$ cat src/rtl/output_layer_pkg.sv
// Shared types and constants for the drowsiness-detector output layer.
// Holds the state encoding, layer sizes, default weights and PLAN breakpoints.
package outlayer_pkg;

    localparam int N_HID = 5;
    localparam int N_OUT = 3;
    localparam int WGT_W = 10;
    localparam int ACC_W = 24;
    localparam int N_WGT = 18;
    localparam int Z_W   = ACC_W - 8;

    typedef enum logic [3:0] {
        S_IDLE = 4'd0,
        S_MAC  = 4'd1,
        S_ACT  = 4'd2,
        S_ARG  = 4'd3,
        S_DONE = 4'd4
    } state_t;

    // PLAN breakpoints and offsets, all in Q.10 (x1024)
    localparam logic [Z_W:0] PLAN_SAT  = (Z_W+1)'(5120);
    localparam logic [Z_W:0] PLAN_BP2  = (Z_W+1)'(2432);
    localparam logic [Z_W:0] PLAN_BP1  = (Z_W+1)'(1024);
    localparam logic [Z_W:0] PLAN_OFF2 = (Z_W+1)'(864);
    localparam logic [Z_W:0] PLAN_OFF1 = (Z_W+1)'(640);
    localparam logic [Z_W:0] PLAN_OFF0 = (Z_W+1)'(512);
    localparam logic [Z_W:0] PLAN_ONE  = (Z_W+1)'(1024);
    localparam logic [Z_W:0] PLAN_MAXV = (Z_W+1)'(1023);

    // Default weight table, index n*6+k, k=5 is the bias (signed Q2.8)
    function automatic logic [WGT_W-1:0] default_wgt(input logic [4:0] idx);
        case (idx)
            5'd0:    return 10'h100;
            5'd8:    return 10'h1FF;
            5'd11:   return 10'h080;
            5'd13:   return 10'h380;
            default: return '0;
        endcase
    endfunction

endpackage

$ cat src/rtl/output_layer_if.sv
// Handshake, weight-load and result bus of the output layer.
interface output_layer_if;
    import outlayer_pkg::*;

    logic                        Start;
    logic [N_HID-1:0][9:0]       hidVal;
    logic                        WE;
    logic [4:0]                  wAddr;
    logic [WGT_W-1:0]            wData;
    logic [N_OUT-1:0][9:0]       outVal1;
    logic [1:0]                  cls;
    logic                        Done;
    logic                        Busy;
    logic [3:0]                  state;
    logic [4:0]                  address;

    modport master (
        output Start, hidVal, WE, wAddr, wData,
        input  outVal1, cls, Done, Busy, state, address
    );

    modport slave (
        input  Start, hidVal, WE, wAddr, wData,
        output outVal1, cls, Done, Busy, state, address
    );
endinterface

$ cat src/rtl/output_layer_plan_sigmoid.sv
// Piecewise-linear (PLAN) sigmoid: signed Q.10 in, unsigned Q0.10 out, truncating.
module plan_sigmoid
    import outlayer_pkg::*;
(
    input  logic signed [Z_W-1:0] i_z,
    output logic        [9:0]     o_y
);
    logic [Z_W:0] w_a;
    logic [Z_W:0] w_pos;
    logic [Z_W:0] w_y;

    always_comb begin
        // one extra bit so the most negative input has a representable magnitude
        w_a = i_z[Z_W-1] ? ((Z_W+1)'(0) - {i_z[Z_W-1], i_z}) : {1'b0, i_z};
        if (w_a >= PLAN_SAT)      w_pos = PLAN_ONE;
        else if (w_a >= PLAN_BP2) w_pos = (w_a >> 5) + PLAN_OFF2;
        else if (w_a >= PLAN_BP1) w_pos = (w_a >> 3) + PLAN_OFF1;
        else                      w_pos = (w_a >> 2) + PLAN_OFF0;
        w_y = i_z[Z_W-1] ? (PLAN_ONE - w_pos) : w_pos;
        o_y = (w_y > PLAN_MAXV) ? 10'd1023 : w_y[9:0];
    end
endmodule

$ cat src/rtl/output_layer.sv
// Output layer: sequential MAC over 5 hidden inputs x 3 neurons, PLAN sigmoid, argmax.
// Optional run-time weight loading is enabled by defining OUTLAYER_WLOAD_EN.
module output_layer
    import outlayer_pkg::*;
(
    input  logic          Clock,
    input  logic          Rst,
    output_layer_if.slave bus
);
    state_t                   r_state, w_next;
    logic [1:0]               r_n;
    logic [2:0]               r_k;
    logic [N_HID-1:0][9:0]    r_hid;
    logic signed [ACC_W-1:0]  r_acc;
    logic [N_OUT-1:0][9:0]    r_out;
    logic [1:0]               r_cls;

    logic [4:0]               w_addr;
    logic [WGT_W-1:0]         w_wgt;
    logic [9:0]               w_hsel;
    logic signed [20:0]       w_prod;
    logic signed [ACC_W-1:0]  w_term;
    logic [9:0]               w_y;
    logic [1:0]               w_cls;

    assign w_addr = 5'(r_n) * 5'd6 + 5'(r_k);

`ifdef OUTLAYER_WLOAD_EN
    logic [WGT_W-1:0] r_wgt [N_WGT];

    always_ff @(posedge Clock or negedge Rst) begin
        if (!Rst) begin
            for (int i = 0; i < N_WGT; i++) r_wgt[i] <= default_wgt(5'(i));
        end else if (bus.WE && (bus.wAddr < 5'(N_WGT))) begin
            r_wgt[bus.wAddr] <= bus.wData;
        end
    end

    assign w_wgt = r_wgt[w_addr];
`else
    logic w_unused;
    assign w_unused = ^{bus.WE, bus.wAddr, bus.wData};
    assign w_wgt    = default_wgt(w_addr);
`endif

    always_comb begin
        case (r_k)
            3'd0:    w_hsel = r_hid[0];
            3'd1:    w_hsel = r_hid[1];
            3'd2:    w_hsel = r_hid[2];
            3'd3:    w_hsel = r_hid[3];
            3'd4:    w_hsel = r_hid[4];
            default: w_hsel = '0;
        endcase
        w_prod = $signed({1'b0, w_hsel}) * $signed(w_wgt);
        // bias is Q2.8; shifting by 10 aligns it with the Q.18 products
        if (r_k == 3'd5) w_term = {{4{w_wgt[WGT_W-1]}}, w_wgt, 10'b0};
        else             w_term = {{3{w_prod[20]}}, w_prod};
    end

    plan_sigmoid u_plan (
        .i_z (r_acc[ACC_W-1:8]),
        .o_y (w_y)
    );

    always_comb begin
        w_cls = 2'd0;
        if (r_out[1] > r_out[0]) w_cls = 2'd1;
        if (r_out[2] > r_out[w_cls]) w_cls = 2'd2;
    end

    always_comb begin
        w_next = r_state;
        case (r_state)
            S_IDLE:  if (bus.Start) w_next = S_MAC;
            S_MAC:   if (r_k == 3'd5) w_next = S_ACT;
            S_ACT:   w_next = (r_n == 2'd2) ? S_ARG : S_MAC;
            S_ARG:   w_next = S_DONE;
            S_DONE:  w_next = S_IDLE;
            default: w_next = S_IDLE;
        endcase
    end

    always_ff @(posedge Clock or negedge Rst) begin
        if (!Rst) r_state <= S_IDLE;
        else      r_state <= w_next;
    end

    always_ff @(posedge Clock or negedge Rst) begin
        if (!Rst) begin
            r_n   <= '0;
            r_k   <= '0;
            r_hid <= '0;
            r_acc <= '0;
            r_out <= '0;
            r_cls <= '0;
        end else begin
            case (r_state)
                S_IDLE: if (bus.Start) begin
                    r_hid <= bus.hidVal;
                    r_acc <= '0;
                    r_n   <= '0;
                    r_k   <= '0;
                end
                S_MAC: begin
                    r_acc <= r_acc + w_term;
                    if (r_k != 3'd5) r_k <= r_k + 3'd1;
                end
                S_ACT: begin
                    r_out[r_n] <= w_y;
                    if (r_n != 2'd2) begin
                        r_n   <= r_n + 2'd1;
                        r_k   <= '0;
                        r_acc <= '0;
                    end
                end
                S_ARG:   r_cls <= w_cls;
                default: ;
            endcase
        end
    end

    assign bus.outVal1 = r_out;
    assign bus.cls     = r_cls;
    assign bus.Done    = (r_state == S_DONE);
    assign bus.Busy    = (r_state != S_IDLE);
    assign bus.state   = r_state;
    assign bus.address = w_addr;
endmodule

$ cat src/flat_wrapper.sv
// flat-port wrapper written by rule: the top's interface ports become plain ports
module output_layer_flat import outlayer_pkg::*;
  (Clock, Rst, bus_Start, bus_hidVal, bus_WE, bus_wAddr, bus_wData, bus_outVal1, bus_cls, bus_Done, bus_Busy, bus_state, bus_address);
  output_layer_if bus_i ();
  input  logic Clock;
  input  logic Rst;
  input wire logic [$bits(bus_i.Start)-1:0] bus_Start;
  input wire logic [$bits(bus_i.hidVal)-1:0] bus_hidVal;
  input wire logic [$bits(bus_i.WE)-1:0] bus_WE;
  input wire logic [$bits(bus_i.wAddr)-1:0] bus_wAddr;
  input wire logic [$bits(bus_i.wData)-1:0] bus_wData;
  output wire logic [$bits(bus_i.outVal1)-1:0] bus_outVal1;
  output wire logic [$bits(bus_i.cls)-1:0] bus_cls;
  output wire logic [$bits(bus_i.Done)-1:0] bus_Done;
  output wire logic [$bits(bus_i.Busy)-1:0] bus_Busy;
  output wire logic [$bits(bus_i.state)-1:0] bus_state;
  output wire logic [$bits(bus_i.address)-1:0] bus_address;
  assign bus_i.Start = bus_Start;
  assign bus_i.hidVal = bus_hidVal;
  assign bus_i.WE = bus_WE;
  assign bus_i.wAddr = bus_wAddr;
  assign bus_i.wData = bus_wData;
  assign bus_outVal1 = bus_i.outVal1;
  assign bus_cls = bus_i.cls;
  assign bus_Done = bus_i.Done;
  assign bus_Busy = bus_i.Busy;
  assign bus_state = bus_i.state;
  assign bus_address = bus_i.address;
  output_layer u_core (.Clock(Clock), .Rst(Rst), .bus(bus_i));
endmodule
$ cat config.mk
export PLATFORM = sky130hd
export DESIGN_NAME = output_layer_flat
export DESIGN_NICKNAME = d
export VERILOG_FILES = /design/src/rtl/output_layer_pkg.sv /design/src/rtl/output_layer_if.sv /design/src/rtl/output_layer_plan_sigmoid.sv /design/src/rtl/output_layer.sv /design/src/flat_wrapper.sv
export SDC_FILE = /design/constraint.sdc
export NUM_CORES = 1
export LEC_CHECK = 0
export ABC_AREA = 0
export CORE_MARGIN = 2
export CORE_UTILIZATION = 64
export CTS_CLUSTER_SIZE = 14
export DETAILED_ROUTE_END_ITERATION = 6
export PLACE_DENSITY = 0.88
export SLEW_MARGIN = 20
export SYNTH_ARGS = -nofsm -noshare
export SYNTH_HDL_FRONTEND = slang
export SYNTH_HIERARCHICAL = 1
export SYNTH_SLANG_ARGS = --single-unit
$ cat constraint.sdc
create_clock -name Clock -period 12.9 [get_ports Clock]
set_input_delay 1.935 -clock Clock [delete_from_list [all_inputs] [get_ports Clock]]
set_output_delay 1.935 -clock Clock [all_outputs]
set_load 0.01 [all_outputs]
==> results.md, run 1 <==
* Status: finished clean
* Total chip power at 3.606 mW
* Die area at 18800 sq um
* Cells after Synth at 1214
* Data required, critical path at 13180 ps
* Max_cap viols at 0
* Inserted Clock Buffers at 17
* Post-route ant nets at 0
* Post-CTS setup buffer count at 0
* Leak Pwr at 6.358 nW
* GRT overflow at 0
* # resized after CTS at 0
* Critical Path Sink Type: register
* Placed wire-length estimate at 21.92 mm
* Antenna diodes at 0
* Post-route cell area at 12950 sq um
* Vias in the first global route at 9686
* R2R Setup Slk at 3240 ps
* Worst skew pair latency at 420 ps
* Synth unique cells at 97
* Fin. Hold Viols at 0
* Die W at 137.1 um
* Vias/cell at 6.370
* Startpoint types: register
* CP Max Fanout at 10
* Post-route minimum period at 9658 ps
* Worst Hold Class: register to register
* Pwr dens at 278.4 nW/um^2
* Die Y at 137.1 um
* Nets@finish at 1530
* Final slew viol count at 0
* First-pass GRT wire length at 47.25 mm
* WL/cell at 19.31 um
* Placement Setup Slack at 3382 ps
* Drt total wl at 29.30 mm
* DP Area at 12330 sq um
* FMAX at 0.1035 GHz
* CTS clock-pin slew for the worst setup and hold paths at 50 ps
* Remaining DRCs at 0
* Mapped Nets at 1462
* Mapped cell area at 11340 sq um
* # hold bufs at CTS at 0
* I/O pin count at 112
* Dominant synthesized flop cell: dfrtp_1
* GRT Total Usage at 32.28%
* Arrival time worst endpoint at 9940 ps
* Max incr delay on CP at 560 ps
* CTS sink cnt at 114
* Average size of a mapped cell at 9.343 sq um
* Final core occ at 74.88%
* Ys Warns at 6
* Antenna violations before repair at 0
* Relative slew slack at 31.28%
* Post-synthesis sequential area ratio at 25.15%
* CTS Root Cell: clkbuf_16
* Max VDD drop at 0.0002787 V
* Share of cells above drive strength 1 at 6.424%
* Port bufs at 94
* Core Area at 17300 sq um
* Worst setup margin at 3242 ps
* 1st-iter DRT viols at 614
* Fin Setup TNS at 0 ps
* CTS Buffer Depth at 2
* Slowest cell on crit path: fa_1
* Crit Path Category: register to register
* Crit share post-route at 74.87%
* Via count at 9663
* TritonCTS clock tree: done
* # H-tree levels at 4
* Skew final at 12.07 ps
* Initial core utilization at 65.57%
* FP Rows at 48
* Worst slew pin tran at 1031 ps
* EDFF count, synth at 0
* RSZ-0062 raised after global routing: no
* Layout area overhead at 14.20%
* TritonRoute pass-1 iters at 5
* Endpoints failing setup at 0
* Global placement routability congestion at 0.9308
* #FFs+latches synth at 114
* Pin count of the biggest net entering global routing at 77
* Fraction of registers with async set/reset at 100.0%
[through the flow]
step | instances | hold WS (ps)
detailed placement | 1488 | 475.2
CTS | 1517 | 488.6
floorplan | 1214 | 457.0
global route | 1517 | 498.9
finish | 1517 | 488.4
global placement | 1488 | 467.5
[area by class of cell]
class,instances,area (sq um)
multi-input combinational,917,7722
fill,1187,4344
sequential,114,2853
timing repair buffer,97,960.9
inverter,135,511.7
clock buffer,20,466.7
tap,225,281.5
clock inverter,9,156.4
[where the power goes]
part	total (mW)	switching, mW	internal (mW)
clock	0.498	0.163	0.335
sequential	0.649	0.148	0.500
combinational	2.46	1.51	0.945
total	3.61	1.83	1.78
[synthesized netlist by cell type, drive strengths merged (7+ instances only)]
library cell / number / area share, %
a21oi: 54 / 2.6
mux2i: 11 / 0.97
nand2b: 12 / 0.66
or2: 8 / 0.44
nand3: 24 / 1.1
clkbuf: 26 / 0.89
a31oi: 12 / 0.79
a21o: 32 / 2.1
o21a: 9 / 0.60
fa: 57 / 10
and2: 11 / 0.61
dfrtp: 114 / 25
mux2: 69 / 6.9
nor2: 77 / 2.6
o211ai: 9 / 0.64
xor2: 20 / 1.5
inv: 133 / 4.4
a22o: 7 / 0.54
and3: 9 / 0.55
nor3: 26 / 1.2
a221oi: 11 / 0.85
o21ai: 69 / 3.0
a22oi: 13 / 0.86
nor4b: 7 / 0.67
buf: 22 / 1.4
xnor2: 32 / 2.6
nand4: 12 / 0.66
o31ai: 8 / 0.62
nand2: 92 / 3.1
nor2b: 18 / 1.0
o22ai: 7 / 0.44
ha: 122 / 13
nor4: 8 / 0.74
[kinds of logic after synthesis]
logic type / count (synthesis) / share of synthesized area, %
other cells: 1 / 0.03306
compound gates: 279 / 17.61
simple gates: 326 / 14.89
xor+xnor: 52 / 4.148
flops: 114 / 25.15
buf+inv: 183 / 6.829
mux: 80 / 7.821
fa+ha+maj: 179 / 23.52
[state kept, by name, summed over array words and instances, names as in the netlist]
name,count
u_core/bus.state,3
u_core/r_k,3
u_core/bus.outVal1,30
u_core/r_acc,24
u_core/bus.cls,2
u_core/r_n,2
u_core/r_hid,50
[placed cells by master (no fill, tap or decap), types with 5 or more instances in the layout]
cell and count:
nor2_1 74, a211oi_1 5, nand2_1 91, o22ai_1 6, a221oi_1 11, mux2i_1 11
nand4_1 12, nor4b_1 6, fa_1 57, or3_1 6, a21o_1 32, or2_1 5
dfrtp_1 114, a21oi_1 50, clkdlybuf4s50_1 93, and3_1 7, xor2_1 20, o31ai_1 6
mux2_1 69, clkbuf_16 17, a22oi_1 13, a31oi_1 11, nor2b_1 17, nand2b_1 12
o21ai_0 12, xnor2_1 30, o21a_1 9, nor3_1 25, a22o_1 7, o211ai_1 8
ha_1 122, inv_1 128, and2_1 11, nand3_1 22, o21ai_1 57
[worst max-delay path: cells and delay by family (launching register included)]
family	cells	cell delay [ps]
adder cells (fa/ha/maj)	9	4080
AO/OA/AOI/OAI	13	2430
AND/OR/NAND/NOR	7	1650
buffers and inverters	5	470
flip-flops	1	470
XOR/XNOR	3	410
[per-layer routing]
| layer | vias to the layer above | routed length [um] | global-route usage, % |
|---|---|---|---|
| met5 | - | 0 | 0 |
| met4 | 0 | 1180 | 15.52 |
| met3 | 89 | 1792 | 5.963 |
| met2 | 429 | 14670 | 55.75 |
| met1 | 4735 | 11650 | 38.79 |
| li1 | 4410 | - | - |
[final timing paths]
kind,startpoint,to,cells after the start
setup / recovery,u_core/r_n[0],u_core/r_acc[22],37
hold / removal,u_core/r_hid[48],u_core/r_hid[48],1
setup reg to reg,u_core/r_n[0],u_core/r_acc[22],37
hold reg to reg,u_core/r_hid[48],u_core/r_hid[48],1
max in group asynchronous,Rst,u_core/r_hid[43],2
min in group asynchronous,Rst,u_core/bus.outVal1[23],1
Note: power is estimated with default switching activity, not from simulation.
==> run 2: changes to the inputs <==
Settings changed: CORE_UTILIZATION 64 to 54, PLACE_DENSITY 0.88 to 0.79.
Clock period 12.9 ns to 8.24 ns, I/O delays scaled along.
==> run 2 against run 1 <==
  * Combinational power up 79%
  * Non-clock buffer count rose by 109
  * Core utilization fell by 6.8 points
  * Maximum frequency increased by 18%
  * Register-to-register slack lost 3200 ps
  * Flip-flop and latch count unchanged
  * Hold slack got worse by 18 ps
  * Final cell count increased by 11%
  * Critical endpoint is now u_core/r_acc[23]
  * Largest cell class unchanged
  * Largest power group unchanged
==> results.md, run 2 (synthesis results as in run 1) <==
* Status: finished clean
* CTS Root Cell: clkbuf_16
* Drt total wl at 30.05 mm (+2.6%)
* FP Rows at 53 (+10%)
* Leak Pwr at 6.935 nW (+9.1%)
* I/O pin count at 112 (unchanged)
* Slowest cell on crit path: fa_1
* Most flops, register: u_core/r_hid
* Sequential share of power at 16.5% (-1.5 points)
* GRT overflow at 0 (unchanged)
* 1st-iter DRT viols at 562 (-8.5%)
* FMAX at 0.1224 GHz (+18%)
* Storage element area at 2853 sq um (unchanged)
* Placed wire-length estimate at 22.49 mm (+2.6%)
* Worst Hold Class: register to register
* Crit share post-route at 99.12% (+24 points)
* Share of cells above drive strength 1 at 18.95% (+13 points)
* CP Max Fanout at 5 (-5)
* GR met1 Demand/Resource at 33.21% (-5.6 points)
* CTS Buffer Depth at 2 (unchanged)
* Port bufs at 94 (unchanged)
* Die Y at 148.9 um (+8.6%)
* Psw at 3.042 mW (+67%)
* Pin count of the biggest net entering global routing at 60 (-22%)
* CTS clock-pin slew for the worst setup and hold paths at 60 ps (about the same)
* Global placement routability congestion at 0.9346 (+0.41%)
* Sw Share at 49.57% (-1.1 points)
* Post-route ant nets at 0 (unchanged)
* Fin. Hold Viols at 0 (unchanged)
* # H-tree levels at 4 (unchanged)
* Antenna diodes at 0 (unchanged)
* Pwr dens at 432.7 nW/um^2 (+55%)
* Critical Path Sink Type: register
* Die W at 148.9 um (+8.6%)
* GRT Total Usage at 27.38% (-4.9 points)
* Remaining DRCs at 0 (unchanged)
* CTS sink cnt at 114 (unchanged)
* Layout area overhead at 25.04%
* Endpoints failing setup at 0 (unchanged)
* Pint at 3.095 mW (+74%)
* RSZ-0062 raised after global routing: yes
* Worst slew pin tran at 950.6 ps (-80.19 ps)
* Max incr delay on CP at 550 ps (about the same)
* Largest delay share family, worst path: adder cells
* Post-route minimum period at 8168 ps (-1490 ps)
* Core Area at 20820 sq um (+20%)
* Comb power frac at 71.7% (+3.5 points)
* Initial core utilization at 54.47% (-11 points)
* Crit Path Category: register to register
* Worst skew pair latency at 420 ps (about the same)
* Most common cell after layout, fill and taps aside: inv_1
* Arrival time worst endpoint at 8470 ps (-1470 ps)
* Inserted Clock Buffers at 17 (unchanged)
* Nets@finish at 1639 (+7.1%)
* Startpoint types: register
* Met3 Usage GRT at 5.291% (-0.67 points)
* TritonRoute pass-1 iters at 5 (unchanged)
* Max VDD drop at 0.0002856 V (+2.5%)
* Area of the multi-input gates at 8079 sq um (+4.6%)
* TritonCTS clock tree: done
* Max reg flops at 50 (unchanged)
* Die area at 22180 sq um (+18%)
* Max_cap viols at 0 (unchanged)
* Vias/cell at 5.874 (-7.8%)
* Worst setup margin at 72.20 ps (-3170 ps)
* Layer with the highest usage: met2
* First-pass GRT wire length at 48.47 mm (+2.6%)
* Skew final at 9.886 ps (-2.179 ps)
* # hold bufs at CTS at 0 (unchanged)
* Vias in the first global route at 9905 (+2.3%)
* Via count at 9863 (+2.1%)
* DP Area at 13130 sq um (+6.5%)
* Antenna violations before repair at 0 (unchanged)
* R2R Setup Slk at 70 ps (-3170 ps)
* Relative slew slack at 36.63% (+5.3 points)
* Met2 Use GR at 47.83% (-7.9 points)
* Fill cell count at 1545 (+30%)
* Most frequent cells in the layout: inv_1, dfrtp_1, ha_1
* Data required, critical path at 8540 ps (-4640 ps)
* WL/cell at 17.90 um (-7.3%)
* Buf/Inv on CP at 7 (+2)
* Final slew viol count at 0 (unchanged)
* Clock network fraction of design power at 11.9% (-1.9 points)
* Post-route cell area at 14180 sq um (+9.5%)
* Total chip power at 6.137 mW (+70%)
* Placement Setup Slack at -267.3 ps (-3650 ps)
[run 2: cell count changes in the layout (fill, tap and decap cells not counted), sizes merged]
cell / change
clkinvlp: -2
clkbuf: -2
buf: +109
bufinv: -2
clkinv: +5
inv: +4
[run 2: cell type report]
| cell class | count | share of cell area, % |
|---|---|---|
| flip-flops and latches | 114 | 20.11 |
| clock inverters | 14 | 1.103 |
| well taps | 275 | 2.426 |
| repair buffers | 206 | 12.70 |
| inverters | 135 | 3.661 |
| clock buffers | 18 | 3.026 |
| multi-input cells | 917 | 56.96 |
[run 2: repair_timing]
action	CTS	global route
pin swaps	24	33
setup buffers	7	10
hold endpoints to repair	0	0
resized for setup	33	46
endpoints found under the setup margin	4	9
[run 2: metrics by stage]
stage / utilization [%] / cells / hold slack (ps) / setup TNS [ps]
floorplan: - / 1214 / 457.0 / 0
global placement: 63.06 / 1630 / 460.6 / -112.7
detailed placement: 63.06 / 1630 / 460.9 / -681.2
CTS: 66.79 / 1669 / 474.3 / 0
global route: 68.11 / 1679 / 504.4 / -993.1
finish: 68.11 / 1679 / 470.4 / 0
[run 2: power by group through the flow]
stage / clock, mW / sequential [mW] / combinational [mW]
global placement: 0 / 0.989 / 3.99
global route: 0.768 / 1.04 / 4.78
CTS: 0.737 / 1.00 / 4.20
detailed placement: 0 / 1.01 / 4.08
finish: 0.728 / 1.01 / 4.40
floorplan: 0 / 0.942 / 2.87
[run 2: worst paths after layout]
check | endpoint | start | depth (start not counted)
worst min register to register | u_core/bus.cls[0] | u_core/bus.cls[0] | 2
worst max-delay path | u_core/r_acc[23] | u_core/r_k[0] | 37
worst max register to register | u_core/r_acc[23] | u_core/r_k[0] | 37
worst min-delay path | u_core/bus.cls[0] | u_core/bus.cls[0] | 2
max in group asynchronous | u_core/r_hid[32] | Rst | 2
min in group asynchronous | u_core/bus.outVal1[4] | Rst | 1
[run 2: routing by layer]
| metal | vias to the layer above | share of wire (%) |
|---|---|---|
| li1 | 4640 | - |
| met1 | 4794 | 41 |
| met2 | 350 | 50 |
| met3 | 79 | 5.8 |
| met4 | 0 | 4.0 |
| met5 | - | 0 |
[run 2: tightest hold or removal path: stages (launching register included)]
cell and delay [ps]:
dfrtp_1 340, nand2_1 50, nand2_1 50
